## src/rtl/axis_arb_pkg.sv

```systemverilog
// Shared types and default sizing for the weighted round-robin AXI-Stream arbiter.
// Zero latency (declarations only); no flow control of its own.
package axis_arb_pkg;
  localparam int N_DEF  = 4;
  localparam int DW_DEF = 8;
  localparam int WW_DEF = 4;
  localparam int IW_DEF = $clog2(N_DEF);

  typedef enum logic {
    IDLE = 1'b0,
    PKT  = 1'b1
  } state_t;
endpackage

```

## src/rtl/rr_picker.sv

```systemverilog
// Rotating priority encoder: first set req at or above ptr, wrapping N-1 to 0.
// Purely combinational, zero latency; no backpressure.
module rr_picker
  import axis_arb_pkg::*;
#(
  parameter int N  = N_DEF,
  parameter int IW = $clog2(N)
) (
  input  logic [N-1:0]  req,
  input  logic [IW-1:0] ptr,
  output logic          any,
  output logic [IW-1:0] idx
);

  // Scan offsets from farthest to nearest so the nearest hit is written last.
  always_comb begin
    any = |req;
    idx = '0;
    for (int k = N - 1; k >= 0; k--) begin
      if (req[(int'(ptr) + k) % N]) begin
        idx = IW'((int'(ptr) + k) % N);
      end
    end
  end

endmodule

```

## src/rtl/axis_wrr_arbiter.sv

```systemverilog
// Packet-atomic weighted round-robin merge of N AXI-Stream sources onto one sink.
// One-cycle arbitration bubble per packet, zero-latency data path; sink tready passes straight to the granted source.
module axis_wrr_arbiter
  import axis_arb_pkg::*;
#(
  parameter  int N  = N_DEF,
  parameter  int DW = DW_DEF,
  parameter  int WW = WW_DEF,
  localparam int IW = $clog2(N)
) (
  input  logic            clk,
  input  logic            reset,
  input  logic [N-1:0]    s_tvalid,
  input  logic [N-1:0]    s_tlast,
  input  logic [N*DW-1:0] s_tdata,
  output logic [N-1:0]    s_tready,
  input  logic [N*WW-1:0] weight,
  output logic            m_tvalid,
  output logic            m_tlast,
  output logic [DW-1:0]   m_tdata,
  input  logic            m_tready,
  output logic [IW-1:0]   grant_id,
  output logic            busy
);

  state_t        state, state_nxt;
  logic [IW-1:0] ptr, ptr_nxt, grant_nxt;
  logic [WW-1:0] credit, credit_nxt, w_pick;
  logic          pick_any;
  logic [IW-1:0] pick_idx;
  logic          hold;
  logic          eop;

  rr_picker #(.N(N), .IW(IW)) u_picker (
    .req (s_tvalid),
    .ptr (ptr),
    .any (pick_any),
    .idx (pick_idx)
  );

  assign w_pick = weight[pick_idx*WW +: WW];
  // Remaining quota keeps the turn with the current source if it is still asking.
  assign hold   = (credit != '0) && s_tvalid[grant_id];
  assign eop    = (state == PKT) && m_tvalid && m_tready && m_tlast;
  assign busy   = (state == PKT);

  always_comb begin
    state_nxt  = state;
    ptr_nxt    = ptr;
    credit_nxt = credit;
    grant_nxt  = grant_id;
    case (state)
      IDLE: begin
        if (pick_any) begin
          state_nxt = PKT;
          if (!hold) begin
            grant_nxt  = pick_idx;
            credit_nxt = (w_pick == '0) ? WW'(1) : w_pick;
          end
        end
      end
      PKT: begin
        if (eop) begin
          state_nxt  = IDLE;
          credit_nxt = credit - WW'(1);
          if (credit == WW'(1)) begin
            ptr_nxt = (grant_id == IW'(N - 1)) ? '0 : grant_id + IW'(1);
          end
        end
      end
      default: state_nxt = IDLE;
    endcase
  end

  always_ff @(posedge clk) begin
    if (reset) begin
      state    <= IDLE;
      ptr      <= '0;
      credit   <= '0;
      grant_id <= '0;
    end else begin
      state    <= state_nxt;
      ptr      <= ptr_nxt;
      credit   <= credit_nxt;
      grant_id <= grant_nxt;
    end
  end

  always_comb begin
    m_tvalid = 1'b0;
    m_tlast  = 1'b0;
    m_tdata  = '0;
    s_tready = '0;
    if (state == PKT) begin
      m_tvalid           = s_tvalid[grant_id];
      m_tlast            = s_tlast[grant_id];
      m_tdata            = s_tdata[grant_id*DW +: DW];
      s_tready[grant_id] = m_tready;
    end
  end

endmodule

```

## config.mk

```make
export PLATFORM = sky130hd
export DESIGN_NAME = axis_wrr_arbiter
export DESIGN_NICKNAME = d
export VERILOG_FILES = /design/src/rtl/axis_arb_pkg.sv /design/src/rtl/rr_picker.sv /design/src/rtl/axis_wrr_arbiter.sv
export SDC_FILE = /design/constraint.sdc
export NUM_CORES = 1
export LEC_CHECK = 0
export BUFFER_PORTS_ARGS = -buffer_cell sky130_fd_sc_hd__clkbuf_2
export CORE_ASPECT_RATIO = 1.4
export CORE_MARGIN = 1.5
export CORE_UTILIZATION = 41
export CTS_CLUSTER_SIZE = 12
export DETAILED_ROUTE_END_ITERATION = 12
export GPL_ROUTABILITY_DRIVEN = 0
export MAX_ROUTING_LAYER = met4
export PLACE_DENSITY = 0.77
export SLEW_MARGIN = 40
export SYNTH_ARGS = -nofsm -noshare
export SYNTH_HDL_FRONTEND = slang
export SYNTH_SLANG_ARGS = --single-unit
```

## constraint.sdc

```tcl
create_clock -name clk -period 2.1 [get_ports clk]
set_input_delay 0.21 -clock clk [delete_from_list [all_inputs] [get_ports clk]]
set_output_delay 0.21 -clock clk [all_outputs]
set_load 0.01 [all_outputs]
```

==> out/summary.log <==
INFO  logic_synthesis post_synth_instance_area=0.00107sqmm
INFO  clock_network  clk_pin_slew_worst_paths=60ps
INFO  global_routing grt_max_degree=18
INFO  route          detail_route.wl_per_cell=13.2microns
INFO  cells_and_area drive_above_1_share=53.6%
INFO  clock_network  postCtsResizedCells=0
INFO  floorplan      ioPinCount=76
INFO  route          post-route-drc-count=0
INFO  status         status=complete, no violations
INFO  worst_setup_path timing.critical_path.arrival=1720ps
INFO  sta            fin_setup_tns=0ps
INFO  worst_setup_path reg2reg_slack=240ps
INFO  cells_and_area nNetsFinal=258
INFO  clock_network  cts_tree=yes
INFO  placed_design  buffer_ports.inserted=75
INFO  floorplan      die_y=63.5microns
INFO  clock_network  cts.root.buffer_cell=sky130_fd_sc_hd__clkbuf_4
INFO  worst_setup_path critical_path_required=1890ps
INFO  worst_setup_path critical_path.max_fanout=9
INFO  cells_and_area utilization=62.7%
INFO  sta            clock.fmax=0.519GHz
INFO  route          via_count=1231
INFO  global_routing antenna_found_initial=0
INFO  logic_synthesis seq_area_frac_synth=16.8%
INFO  sta            grt_setup_unrepaired=no
INFO  global_routing grt_pass1_wl=4.69mm
INFO  global_routing first_global_vias=1179
INFO  hold_path      worst_hold_path_type=primary input to flop
INFO  power_and_ir_drop pwr_density_cell=450mW/mm^2
INFO  cells_and_area commonest_cells_after_routing_fill_and_taps_aside=75 x sky130_fd_sc_hd__clkbuf_2, 13 x sky130_fd_sc_hd__mux2i_1, 10 x sky130_fd_sc_hd__mux4_2, 10 x sky130_fd_sc_hd__and2_1, 10 x sky130_fd_sc_hd__nor2_1
INFO  worst_setup_path ff2ff_path_depth=8
INFO  hold_path      hold_wc_startpoint=reset
INFO  worst_setup_path worstSetupEndpointType=output pin
INFO  worst_setup_path worstReg2RegEnd=credit[2]$_SDFFE_PP0P_
INFO  clock_network  clk-insertion-delay-late=270ps
INFO  flow_run       max_cap_violations=0
INFO  power_and_ir_drop irDropWorstVdd=0.296mV
INFO  worst_setup_path critical_path_start_type=flop
INFO  floorplan      die_width=46.2microns
INFO  power_and_ir_drop share_seq_of_total_power=30.5%
INFO  worst_setup_path critical_path.reg2reg.startpoint=ptr[1]$_SDFFE_PP0P_
INFO  sta            worst-slew-pin-transition=291ps
INFO  route          detailedRoute.firstIterationViolations=47
INFO  cells_and_area most_frequent_standard_cell_in_the_layout_excluding_fill_and_tap_cells=sky130_fd_sc_hd__clkbuf_2
INFO  global_routing global_route.usage.total=21.7%
INFO  sta            final-hold-violation-count=0
INFO  clock_network  number_of_clock_buffers_inserted_by_tritoncts=3
INFO  floorplan      design.die.area=0.00294sqmm
INFO  logic_synthesis post_synth_num_cell_types=33
INFO  floorplan      initial_core_util=43.9%
INFO  route          avgViaCountPerCell=5.45
INFO  placed_design  place_hpwl=2.57mm
INFO  power_and_ir_drop power.internal=0.441mW
INFO  clock_network  clock_sink_count=9
INFO  power_and_ir_drop power_switching=0.248mW
INFO  power_and_ir_drop p_comb_share=48.6%
INFO  global_routing grt_overflow_total=0
INFO  worst_setup_path setup.worst_path.class=flop to output pin
INFO  sta            final.period_utilization=91.7%
INFO  route          wl=2.97mm
INFO  route          drt.antenna.violating_nets=0
INFO  logic_synthesis syn_inst=113
INFO  cells_and_area diodes=0
INFO  floorplan      design.core.area=0.00244sqmm
INFO  power_and_ir_drop power.switching_fraction=36.0%
INFO  sta            skew=2.27ps
INFO  power_and_ir_drop p_leak=0.744nW
INFO  clock_network  htree_levels=1
INFO  route          drt_first_pass_iters=4
INFO  power_and_ir_drop p_clk_share=20.9%
INFO  clock_network  cts_hold_buffers=0
INFO  logic_synthesis synth.yosys.warnings=0
INFO  logic_synthesis syn-mean-instance-area=9.50squm
INFO  hold_path      min_to=ptr[0]$_SDFFE_PP0P_
INFO  logic_synthesis ys_ff_latch=9
INFO  floorplan      num_rows=21
INFO  sta            slew_viol_final=0
INFO  sta            number_of_setup_violations_in_the_final_report=0
INFO  cells_and_area area_delta_synth_final=42.7%
INFO  sta            worst_slew_margin_rel=80.1%
INFO  clock_network  ctsLongestPathBuffers=2
INFO  hold_path      hold_path_depth=2
INFO  clock_network  post_cts_setup_bufs=0
INFO  logic_synthesis syn-num-nets=178
INFO  sta            period_needed=1930ps
==> logic make-up (layout without fill, tap and decap cells) <==
logic type | after synthesis | count (layout) | share of synthesized area, %
flip-flops | 9 | 9 | 16.8
AO/OA/AOI/OAI | 17 | 17 | 11.0
XOR/XNOR | 1 | 1 | 1.52
AND/OR/NAND/NOR | 43 | 43 | 23.1
adder cells (fa/ha/maj) | 6 | 6 | 6.99
multiplexers | 25 | 25 | 35.2
buffers and inverters | 12 | 91 | 5.48
==> through the flow <==
stage / hold WS [ps] / worst slack (ps) / power, mW / cell area (sq um) / cells
after floorplan: 445 / 123 / 0.424 / 1070 / 113
after global placement: 460 / 233 / 0.539 / 1500 / 222
after detailed placement: 472 / 149 / 0.549 / 1500 / 222
after CTS: 257 / 49.7 / 0.689 / 1530 / 226
after global routing: 277 / 13.1 / 0.737 / 1530 / 226
final: 257 / 173 / 0.688 / 1530 / 226
==> registers in the layout (all words and copies together), names as in the netlist <==
signal	count
credit	4
grant_id	2
ptr	2
busy	1
==> area by class of cell <==
cell class / instances / area, sq um
Tap cell: 34 / 42.5
Sequential cell: 9 / 181
Inverter: 5 / 18.8
Multi-Input combinational cell: 92 / 835
Clock buffer: 4 / 26.3
Fill cell: 216 / 912
Timing Repair Buffer: 82 / 428
==> synthesized netlist by cell type, drive strengths merged <==
cell type   n  area share [%]
mux4       10              21
nand3       1             1.6
a211o       1            0.82
and3        4             2.3
nor2b       1            0.58
a221oi      1            0.82
o21ai       2            0.93
or3         1            0.58
o31a        1            0.82
a211oi      1             1.9
and4        1             1.0
and2       10             5.8
buf         4             2.7
a31oi       1            0.58
mux2i      13              12
inv         5             1.7
xnor2       1             1.5
dfxtp       9              17
nand2       6             2.1
o31ai       1            0.70
ha          6             7.0
nand3b      3             2.1
nor2       11             4.1
nor3        2            0.93
nor4        2             1.2
mux2        2             2.1
o21a        1            0.70
nor3b       1            0.70
clkbuf      3             1.0
a21oi       8             3.7
==> power by group through the flow <==
stage	clock (mW)	sequential [mW]	combinational (mW)
after floorplan	0	0.209	0.216
after global placement	0	0.211	0.328
after detailed placement	0	0.213	0.336
after CTS	0.143	0.209	0.337
after global routing	0.153	0.212	0.373
final	0.144	0.210	0.335
==> routing by layer <==
metal	wire length [microns]	GRT usage, %	share of wire [%]	up-vias
li1	-	-	-	578
met1	1070	19.9	36	559
met2	1540	41.7	52	83
met3	310	4.01	10	11
met4	51	6.43	1.7	0
met5	0	-	0	-
==> worst max path at each step <==
| stage | startpoint | end | depth (start not counted) | slack, ps |
|---|---|---|---|---|
| after floorplan | grant_id[0]$_SDFFE_PP0P_ | credit[2]$_SDFFE_PP0P_ | 5 | 120 |
| after CTS | grant_id[0]$_SDFFE_PP0P_ | m_tdata[2] | 4 | 50 |
| after global placement | grant_id[0]$_SDFFE_PP0P_ | credit[0]$_SDFFE_PP0P_ | 6 | 230 |
| after global routing | ptr[1]$_SDFFE_PP0P_ | credit[2]$_SDFFE_PP0P_ | 8 | 10 |
| after detailed placement | grant_id[0]$_SDFFE_PP0P_ | credit[2]$_SDFFE_PP0P_ | 5 | 150 |
| final | grant_id[0]$_SDFFE_PP0P_ | m_tdata[2] | 4 | 170 |
==> worst max-delay path: stages (launching register included) <==
cell and delay, ps:
sky130_fd_sc_hd__dfxtp_2 400, sky130_fd_sc_hd__buf_4 230, sky130_fd_sc_hd__mux4_2 510, sky130_fd_sc_hd__and2_1 170, sky130_fd_sc_hd__clkbuf_2 130
Power figures use the tool's default switching activity.
